$ cat src/rtl/pipe_wallace_mul.sv
// Pipelined Wallace-tree multiplier: W x W -> 2W, signed (Baugh-Wooley) or unsigned per operation.
// Latency STAGES cycles, one result per cycle, valid/ready backpressure with bubble collapse.
module pipe_wallace_mul #(
   parameter int W      = 16,
   parameter int STAGES = 3,
   parameter int TAG_W  = 4
) (
   input  logic               clk,
   input  logic               arst,
   input  logic               in_valid,
   output logic               in_ready,
   input  logic [W-1:0]       in_a,
   input  logic [W-1:0]       in_b,
   input  logic               in_signed,
   input  logic [TAG_W-1:0]   in_tag,
   output logic               out_valid,
   input  logic               out_ready,
   output logic [2*W-1:0]     out_result,
   output logic [TAG_W-1:0]   out_tag,
   output logic               busy
);

   localparam int PW = 2 * W;
   // W partial-product rows plus one row holding the Baugh-Wooley correction constants.
   localparam int NR = W + 1;

   typedef logic [NR-1:0][PW-1:0] rows_t;

   function automatic int num_levels(input int n0);
      int n;
      int l;
      n = n0;
      l = 0;
      for (int i = 0; i < 64; i++) begin
         if (n > 2) begin
            n = n - n / 3;
            l = l + 1;
         end
      end
      return l;
   endfunction

   localparam int L = num_levels(NR);

   function automatic int seg_hi(input int s);
      if (s >= STAGES - 1) return L;
      return (L * (s + 1)) / STAGES;
   endfunction

   function automatic int seg_lo(input int s);
      if (s == 0) return 0;
      return seg_hi(s - 1);
   endfunction

   // One Wallace level on the first n rows; rows at or above n are zero and stay zero.
   function automatic rows_t csa_level(input rows_t x, input int n);
      rows_t y;
      int    nfa;
      int    base;
      y   = '0;
      nfa = n / 3;
      for (int g = 0; g < NR / 3; g++) begin
         if (g < nfa) begin
            y[2*g]   = x[3*g] ^ x[3*g+1] ^ x[3*g+2];
            y[2*g+1] = ((x[3*g] & x[3*g+1]) | (x[3*g] & x[3*g+2]) |
                        (x[3*g+1] & x[3*g+2])) << 1;
         end
      end
      base = 3 * nfa;
      if (n - base == 2) begin
         y[2*nfa]   = x[base] ^ x[base+1];
         y[2*nfa+1] = (x[base] & x[base+1]) << 1;
      end else if (n - base == 1) begin
         y[2*nfa] = x[base];
      end
      return y;
   endfunction

   // Levels lo..hi-1 of the tree; the final segment also resolves the last two rows into row 0.
   function automatic rows_t stage_fn(input rows_t x, input int lo, input int hi, input logic last);
      rows_t          y;
      int             n;
      logic [PW-1:0]  sum;
      y = x;
      n = NR;
      for (int j = 0; j < L; j++) begin
         if (j >= lo && j < hi) y = csa_level(y, n);
         n = n - n / 3;
      end
      if (last) begin
         sum  = y[0] + y[1];
         y    = '0;
         y[0] = sum;
      end
      return y;
   endfunction

   logic [W-1:0]        w_row;
   rows_t               w_pp;
   rows_t               w_src  [STAGES];
   rows_t               w_nxt  [STAGES];
   logic [TAG_W-1:0]    w_tsrc [STAGES];
   logic [STAGES-1:0]   w_free;
   logic [STAGES-1:0]   w_adv;
   logic [STAGES-1:0]   w_load;
   logic                w_dn;
   logic                w_up;

   rows_t               r_rows [STAGES];
   logic [TAG_W-1:0]    r_tag  [STAGES];
   logic [STAGES-1:0]   r_v;

   always_comb begin
      w_pp  = '0;
      w_row = '0;
      for (int i = 0; i < W; i++) begin
         w_row = in_a & {W{in_b[i]}};
         if (in_signed) begin
            if (i < W - 1) w_row[W-1]   = ~w_row[W-1];
            else           w_row[W-2:0] = ~w_row[W-2:0];
         end
         w_pp[i] = {{W{1'b0}}, w_row} << i;
      end
      if (in_signed) begin
         w_pp[W][W]    = 1'b1;
         w_pp[W][PW-1] = 1'b1;
      end
   end

   for (genvar s = 0; s < STAGES; s++) begin : g_stage
      if (s == 0) begin : g_first
         assign w_src[s]  = w_pp;
         assign w_tsrc[s] = in_tag;
      end else begin : g_next
         assign w_src[s]  = r_rows[s-1];
         assign w_tsrc[s] = r_tag[s-1];
      end
      assign w_nxt[s] = stage_fn(w_src[s], seg_lo(s), seg_hi(s), s == STAGES - 1);
   end

   // Free/advance ripple from the output back to the input; load ripples forward.
   always_comb begin
      w_adv  = '0;
      w_free = '0;
      w_load = '0;
      w_dn   = out_ready;
      w_up   = in_valid;
      for (int k = STAGES - 1; k >= 0; k--) begin
         w_adv[k]  = r_v[k] & w_dn;
         w_free[k] = ~r_v[k] | w_adv[k];
         w_dn      = w_free[k];
      end
      for (int k = 0; k < STAGES; k++) begin
         w_load[k] = w_free[k] & w_up;
         w_up      = r_v[k];
      end
   end

   always_ff @(posedge clk or posedge arst) begin
      if (arst) begin
         r_v <= '0;
         for (int k = 0; k < STAGES; k++) begin
            r_rows[k] <= '0;
            r_tag[k]  <= '0;
         end
      end else begin
         for (int k = 0; k < STAGES; k++) begin
            if (w_load[k]) begin
               r_v[k]    <= 1'b1;
               r_rows[k] <= w_nxt[k];
               r_tag[k]  <= w_tsrc[k];
            end else if (w_adv[k]) begin
               r_v[k] <= 1'b0;
            end
         end
      end
   end

   assign in_ready   = w_free[0];
   assign out_valid  = r_v[STAGES-1];
   assign out_result = r_rows[STAGES-1][0];
   assign out_tag    = r_tag[STAGES-1];
   assign busy       = |r_v;

endmodule
$ cat config.mk
export PLATFORM = sky130hd
export DESIGN_NAME = pipe_wallace_mul
export DESIGN_NICKNAME = d
export VERILOG_FILES = /design/src/rtl/pipe_wallace_mul.sv
export SDC_FILE = /design/constraint.sdc
export NUM_CORES = 1
export LEC_CHECK = 0
export BUFFER_PORTS_ARGS = -buffer_cell sky130_fd_sc_hd__buf_2
export CAP_MARGIN = 20
export CORE_ASPECT_RATIO = 1.4
export CORE_MARGIN = 4
export CORE_UTILIZATION = 27
export CTS_BUF_LIST = sky130_fd_sc_hd__clkbuf_4 sky130_fd_sc_hd__clkbuf_8
export DETAILED_ROUTE_END_ITERATION = 16
export PLACE_DENSITY = 0.38
export SKIP_CTS_REPAIR_TIMING = 1
export SYNTH_ARGS = -nofsm -noshare
export SYNTH_HDL_FRONTEND = slang
export SYNTH_SLANG_ARGS = --single-unit
$ cat constraint.sdc
create_clock -name clk -period 13 [get_ports clk]
set_input_delay 2.6 -clock clk [delete_from_list [all_inputs] [get_ports clk]]
set_output_delay 2.6 -clock clk [all_outputs]
set_load 0.02 [all_outputs]
==> results.yml, run 1 <==
cells_and_area:
  drive_gt1_share_pct: 23.2
  final_cells: 2728
  area_growth_pct: 10.9
  nets: 2094
  multi_input_area_um2: 11200
  nFillCells: 7479
  register_area_um2: 7010
  final_cell_mix: "dfrtp_1, mux2_2, inv_1"
  final_common_cell: "dfrtp_1"
  fin_area_um2: 21700
global_routing:
  grt.overflow.total: 0
  grt_pass1_wl_mm: 82.0
  grt_pass1_vias: 13400
  antenna_found_initial: 4
  grt.total_usage_pct: 13.6
  grt_max_degree: 111
sta:
  hold_viol: 0
  rsz0062_at_grt: "no"
  setup_viol_count_final: 0
  finalWorstSetupSlack_ns: 7.18
  clock_skew_ns: 0.0274
  setup_tns_ns: 0
  tightest_slew_ns: 0.936
  fin_crit_sh_pct: 44.7
  slew_violations: 0
  finalCriticalPeriod_ns: 5.82
  slew_headroom_pct: 37.6
  fmax_ghz: 0.172
floorplan:
  fp.dieW_um: 235
  ios: 80
  fp.coreArea_um2: 71700
  dieArea_um2: 76800
  initial_core_util_pct: 27.3
  rows: 116
  fp.dieH_um: 326
logic_synthesis:
  synth_edf_count: 0
  synth_top_family_by_area: "adder cells"
  ys_seq_elements: 280
  synth_compound_area_share_pct: 3.43
  synth-main-ff-cell: "dfrtp_1"
  synthArstFlopShare_pct: 100
  synth_simple_gate_area_share_pct: 10.9
  synth_xor_area_share_pct: 2.15
  synth_cell_types: 50
  synth-seq-area-share_pct: 35.9
  synth.area.mux_share_pct: 13.1
  synth_nets: 2070
  yosysWarnings: 0
  netlist_area_um2: 19500
  synthAdderAreaFrac_pct: 27.5
  avgSynthCellArea_um2: 11.4
  netlist_instances: 1720
routing:
  drc: 0
  drtIter0Drc: 436
  ant_nets: 0
  wirelength_mm: 51.2
  vias: 11900
  detail_route.first_pass.iterations: 4
  viasPerCell: 4.35
  avgRoutedWirePerCell_um: 18.8
pwr:
  p_leak_nw: 10.3
  ir_drop_v: 0.000120
  powerDensity_nw_per_um2: 246
setup_path:
  critPathMaxFanout: 3
  r2r_slack_ns: 9.53
  crit_path_start_kind: "primary input"
  path_class: "primary input to output pin"
  endpoint_kind: "output pin"
  arrival_ns: 3.22
  crit_required_ns: 10.40
placed_design:
  dpl.cell_count: 2635
  gp_congestion: 0.806
  pre_cts_slack_ns: 7.18
  port_buffers: 79
  dp_hpwl_mm: 36.6
  dpl-instance-area_um2: 20600
cts:
  path_clk_slew_ns: 0.06
  cts-htree-levels: 2
  cts_buffer_depth: 3
  clock_sinks: 280
  cts_tree: "done"
  numCtsBuffers: 51
  clkLatencyLatePin_ns: 0.65
  root_buffer: "clkbuf_8"
worst_hold_path:
  holdCritPathClass: "register to register"
status:
  outcome: "finished clean"
flow_run:
  maxCapViolCount: 0
## where the power goes
group / internal (mW) / switching (mW) / total (mW) / leakage, nW
clock: 0.494 / 0.401 / 0.895 / 0.570
sequential: 1.17 / 0.167 / 1.34 / 3.47
combinational: 1.25 / 1.84 / 3.09 / 6.29
## cell type report
class	count	area share, %
Tap cell	944	5.45
Multi-Input combinational cell	1113	51.5
Clock inverter	5	0.144
Clock buffer	86	4.74
Antenna cell	2	0.0231
Inverter	211	3.69
Timing Repair Buffer	87	2.10
Sequential cell	280	32.3
## synthesized netlist by cell type, drive strengths merged (2+ instances only)
master	n	area share (%)
o311ai	2	0.090
ha	109	7.0
o21bai	3	0.12
o21a	6	0.23
mux2i	2	0.10
nand2b	8	0.26
buf	71	2.2
or3	2	0.070
nor2	12	0.23
fa	200	20
xor2	14	0.63
dfrtp	280	36
a21o	2	0.077
xnor2	34	1.5
mux2	225	13
nand2	177	3.4
and2	182	5.8
a211oi	5	0.19
a311oi	2	0.090
a21oi	28	0.74
nand3	11	0.28
inv	211	4.1
nand4	8	0.26
nor4	2	0.064
nor2b	3	0.096
clkbuf	45	0.86
nor3	5	0.13
a31oi	2	0.064
o211ai	5	0.22
o21ai	46	1.2
a221oi	2	0.090
and3	4	0.13
## state kept, by name (all words and copies together), names as in the netlist
register and count:
out_tag 4, r_v 3, out_result 32, r_tag 8, r_rows 233
## critical path, cell delays in order
cell	delay, ns
buf_2	0.10
nor2b_1	0.13
nand3_1	0.17
buf_2	0.21
## path summary, 6_finish.rpt
| path | from | endpoint | cells past startpoint |
|---|---|---|---|
| max | out_ready | in_ready | 4 |
| min | r_tag[5] | out_tag[1] | 2 |
| max reg2reg | r_rows[565] | out_result[30] | 11 |
| min reg2reg | r_tag[5] | out_tag[1] | 2 |
| max in group asynchronous | arst | r_rows[563] | 3 |
| min in group asynchronous | arst | r_rows[1340] | 2 |
## per-stage QoR
stage	power (mW)	hold slack, ns	util (%)
2_1_floorplan	3.60	0.433	-
3_3_place_gp	4.47	0.445	28.7
3_5_place_dp	4.48	0.451	28.7
4_1_cts	5.43	0.466	30.2
5_1_grt	5.86	0.489	30.2
6_report	5.33	0.463	30.2
## cells by family after synthesis
kind of cell | count (synthesis)
and+or+nand+nor | 418
buffers and inverters | 327
adders and majority gates | 309
DFF | 280
muxes | 227
AOI/OAI and AO/OA | 111
xor gates and xnor gates | 48
## routing by layer
| layer | vias to the layer above | track usage, % | share of wire (%) |
|---|---|---|---|
| met4 | 2 | 3.36 | 2.0 |
| met5 | - | 0 | 0.025 |
| met2 | 175 | 22.9 | 48 |
| li1 | 5503 | - | - |
| met3 | 68 | 2.53 | 3.6 |
| met1 | 6122 | 18.1 | 46 |
(Power assumes the default switching activity.)
==> inputs of run 2 (changes only) <==
Clock period 13 ns to 5.6 ns, I/O delays scaled along.
==> run 2 against run 1 <==
Net effect:
- hold slack better by 0.0032 ns
- global-route usage decreased by 0.18 points
- utilization increased by 0.26 points
- cell count rose by 0.26%
- clock skew increased by 0.022 ns
- count of clock-buffer cells in the layout is the same
- routed wire length shrank 1.8%
- register-to-register slack worse by 7.3 ns
- combinational power increased by 130%
- non-clock buffer count up 3
- critical endpoint is now out_result[27]
- critical path depth is 7 higher
- highest routed layer unchanged
==> results.yml, run 2 (synthesized netlist as in run 1, its figures left out) <==
global_routing:
  grt.overflow.total: 0
  grt.total_usage_pct: 13.4
  grt_pass1_wl_mm: 81.0
  antenna_found_initial: 4
  grt_max_degree: 143
  grt_pass1_vias: 13400
sta:
  slew_violations: 0
  hold_viol: 0
  tightest_slew_ns: 0.972
  fin_crit_sh_pct: 60.6
  rsz0062_at_grt: "no"
  hold-worst-slack_ns: 0.466
  finalWorstSetupSlack_ns: 2.21
  clock_skew_ns: 0.0498
  setup_tns_ns: 0
  setup_viol_count_final: 0
  fmax_ghz: 0.295
  slew_headroom_pct: 35.2
  finalCriticalPeriod_ns: 3.39
cells_and_area:
  nFillCells: 7514
  nets: 2098
  register_area_um2: 7010
  area_growth_pct: 11.8
  largest_register: "r_rows"
  final_cells: 2735
  fin_area_um2: 21800
  final_cell_mix: "dfrtp_1, mux2_2, inv_1"
  drive_gt1_share_pct: 23.5
  largest_register_ff_count: 233
  multi_input_area_um2: 11200
  fin_util_pct: 30.5
  final_common_cell: "dfrtp_1"
pwr:
  p_leak_nw: 10.4
  power_frac_comb_pct: 57.5
  p_switching_mw: 5.63
  netSwitchingFraction_pct: 44.8
  power_mw: 12.6
  powerDensity_nw_per_um2: 575
  ir_drop_v: 0.000314
  p_clk_share_pct: 17.8
  p_seq_share_pct: 24.7
  p_int_mw: 6.94
floorplan:
  dieArea_um2: 76800
  fp.coreArea_um2: 71700
  initial_core_util_pct: 27.3
  ios: 80
  rows: 116
  fp.dieH_um: 326
  fp.dieW_um: 235
status:
  outcome: "finished clean"
routing:
  ant_nets: 0
  drc: 0
  detail_route.first_pass.iterations: 4
  wirelength_mm: 50.3
  drtIter0Drc: 453
  avgRoutedWirePerCell_um: 18.4
  viasPerCell: 4.34
  vias: 11900
placed_design:
  dp_hpwl_mm: 36.7
  dpl-instance-area_um2: 20600
  gp_congestion: 0.778
  port_buffers: 79
  pre_cts_slack_ns: 2.24
  dpl.cell_count: 2637
setup_path:
  crit_path_start_kind: "register"
  timing.rr.end: "out_result[27]"
  rr_worst_depth: 11
  endpoint_kind: "register"
  crit_required_ns: 6.16
  path_class: "register to register"
  r2r_slack_ns: 2.21
  critPathMaxFanout: 5
  r2r-start: "r_rows[551]"
  arrival_ns: 3.96
cts:
  numCtsBuffers: 52
  clock_sinks: 280
  cts_tree: "done"
  root_buffer: "clkbuf_8"
  cts_buffer_depth: 3
  clkLatencyLatePin_ns: 0.67
  cts-htree-levels: 2
  path_clk_slew_ns: 0.06
worst_hold_path:
  hold_depth: 2
  hold_path_end: "out_result[3]"
  min_from: "out_result[3]"
  holdCritPathClass: "register to register"
flow_run:
  maxCapViolCount: 0
## run 2: layout make-up
type / count / area share, %
diodes: 1 / 0.0115
clock buffers: 86 / 4.99
clock inverters: 10 / 0.401
inverters: 211 / 3.64
multi-input cells: 1113 / 51.1
flip-flops and latches: 280 / 32.1
well taps: 944 / 5.41
repair buffers: 90 / 2.42
## run 2: how the worst max path moves through the flow
| stage | startpoint | to | cells past startpoint |
|---|---|---|---|
| 2_1_floorplan | arst | out_result[0] | 1 |
| 3_3_place_gp | r_rows[565] | out_result[30] | 11 |
| 3_5_place_dp | r_rows[565] | out_result[30] | 11 |
| 4_1_cts | r_rows[551] | out_result[27] | 11 |
| 5_1_grt | r_rows[568] | out_result[30] | 11 |
| 6_report | r_rows[551] | out_result[27] | 11 |
## run 2: metal layers
| layer | up-vias | share of wire [%] | track usage, % | wire length (µm) |
|---|---|---|---|---|
| li1 | 5531 | - | - | - |
| met1 | 6067 | 47 | 18.5 | 23700 |
| met2 | 186 | 47 | 21.8 | 23400 |
| met3 | 81 | 3.9 | 2.32 | 1940 |
| met4 | 2 | 2.3 | 3.58 | 1180 |
| met5 | - | 0.036 | 0 | 18 |
## run 2: power groups by stage
| stage | sequential, mW | clock [mW] | combinational, mW |
|---|---|---|---|
| 2_1_floorplan | 3.02 | 0 | 5.33 |
| 3_3_place_gp | 3.14 | 0 | 7.36 |
| 3_5_place_dp | 3.16 | 0 | 7.34 |
| 4_1_cts | 3.12 | 2.36 | 7.39 |
| 5_1_grt | 3.20 | 2.44 | 8.30 |
| 6_report | 3.10 | 2.24 | 7.22 |
## run 2: worst max-delay path, stage by stage (launching register included)
cell and delay (ns):
dfrtp_1 0.38, ha_1 0.30, ha_1 0.28, ha_1 0.19, inv_1 0.07, fa_1 0.46, nand2b_1 0.20, a21oi_2 0.26
o211ai_2 0.15, o31a_1 0.42, or4_1 0.49, nand3_1 0.09
==> inputs of run 3 (changes only) <==
Clock period 5.6 ns to 3.6 ns, I/O delays scaled along.
==> run 3 against run 2 <==
Net effect:
- via count is essentially flat
- register-to-register slack worse by 2.0 ns
- first-iteration DRC count down 8.6%
- flip-flop and latch count is the same
- die area is the same
- critical path type unchanged
- highest routed layer unchanged
==> results.yml, run 3 (synthesized netlist as in run 1, its figures left out) <==
cts:
  cts_buffer_depth: 3
  cts-htree-levels: 2
  numCtsBuffers: 52
  clkLatencyLatePin_ns: 0.63
  cts_tree: "done"
  root_buffer: "clkbuf_8"
  clock_sinks: 280
  path_clk_slew_ns: 0.06
sta:
  fmax_ghz: 0.293
  setup_viol_count_final: 0
  fin_crit_sh_pct: 94.7
  slew_violations: 0
  finalWorstSetupSlack_ns: 0.192
  setup_tns_ns: 0
  clock_skew_ns: 0.0171
  rsz0062_at_grt: "no"
  tightest_slew_ns: 0.945
  finalCriticalPeriod_ns: 3.41
  hold_viol: 0
  slew_headroom_pct: 37.0
setup_path:
  path_class: "register to register"
  crit_required_ns: 4.13
  path_buf_inv: 2
  critPathMaxFanout: 8
  crit_path_start_kind: "register"
  path_delay_family: "adder cells"
  endpoint_kind: "register"
  critical_path.max_stage_delay_ns: 0.57
  cp_slowest_cell: "nor4_1"
  path_cells: "inv_1 -> fa_1 -> fa_1 -> inv_1 -> ha_1 -> nand2_1 -> o21ai_1 -> a211oi_1 -> nor4_1 -> nor3_1 -> o31ai_1"
  arrival_ns: 3.94
pwr:
  p_leak_nw: 10.4
  power_mw: 19.3
  powerDensity_nw_per_um2: 886
  ir_drop_v: 0.000508
routing:
  drc: 0
  ant_nets: 0
  drtIter0Drc: 414
  detail_route.first_pass.iterations: 5
  avgRoutedWirePerCell_um: 18.2
  viasPerCell: 4.33
  vias: 11900
  wirelength_mm: 50.0
floorplan:
  fp.coreArea_um2: 71700
  fp.dieH_um: 326
  ios: 80
  initial_core_util_pct: 27.3
  dieArea_um2: 76800
  rows: 116
  fp.dieW_um: 235
placed_design:
  dp_hpwl_mm: 37.0
  pre_cts_slack_ns: 0.142
  port_buffers: 79
  dpl.cell_count: 2642
  gp_congestion: 0.784
global_routing:
  grt.overflow.total: 0
  grt_pass1_wl_mm: 80.8
  grt_pass1_vias: 13400
  grtUsageMet1_pct: 18.3
  grt_use_met2_pct: 21.7
  antenna_found_initial: 4
  grt.busiest_layer: "met2"
  met3_usage_pct: 2.39
  grt.total_usage_pct: 13.3
  grt_max_degree: 96
cells_and_area:
  largest_register: "r_rows"
  drive_gt1_share_pct: 23.6
  final_common_cell: "dfrtp_1"
  area_growth_pct: 11.6
  nets: 2102
  final_cells: 2739
  final_cell_mix: "dfrtp_1, mux2_2, inv_1"
  largest_register_ff_count: 233
flow_run:
  maxCapViolCount: 0
status:
  outcome: "finished clean"
worst_hold_path:
  holdCritPathClass: "primary input to asynchronous set/reset pin"
[run 3: changes by cell type in the layout (fill, tap and decap cells not counted), moves of 2 or more]
cell,change
clkbuf_4,+6
buf_4,+2
diode_2,+3
clkbuf_8,-8
buf_12,+2
[run 3: area by class of cell]
cell class	count	area [µm²]
antenna	4	10.0
tap	944	1180
sequential	280	7010
fill	7513	49900
timing repair buffer	94	583
multi-input combinational	1113	11200
clock inverter	9	50.0
inverter	211	796
clock buffer	84	1020
[run 3: final timing paths]
kind	cells after the start	start	slack, ns	endpoint
setup reg to reg	11	r_rows[564]	0.19	out_result[26]
max in group asynchronous	3	arst	2.53	r_rows[1092]
hold reg to reg	2	r_tag[4]	0.46	out_tag[0]
setup / recovery	11	r_rows[564]	0.19	out_result[26]
hold / removal	2	arst	0.11	r_rows[573]
min in group clk	2	in_tag[2]	0.33	r_tag[10]
[run 3: per-layer routing]
| layer | vias to the layer above | routed length, µm |
|---|---|---|
| met4 | 2 | 1260 |
| met2 | 160 | 23100 |
| met3 | 76 | 1680 |
| met5 | - | 13 |
| met1 | 6104 | 23900 |
| li1 | 5526 | - |
[run 3: report_power, final]
group          total, mW  internal, mW  switching, mW
Combinational       11.3          4.59           6.68
Sequential          4.83          4.23          0.599
Clock               3.21          1.79           1.42
[run 3: per-stage QoR]
step / instance area [µm²] / hold WS, ns / util, %
after detailed placement: 20700 / 0.450 / 28.9
after floorplan: 19500 / 0.433 / -
final: 21800 / 0.111 / 30.4
after global routing: 21800 / 0.0910 / 30.4
after CTS: 21800 / 0.0456 / 30.4
after global placement: 20700 / 0.445 / 28.9
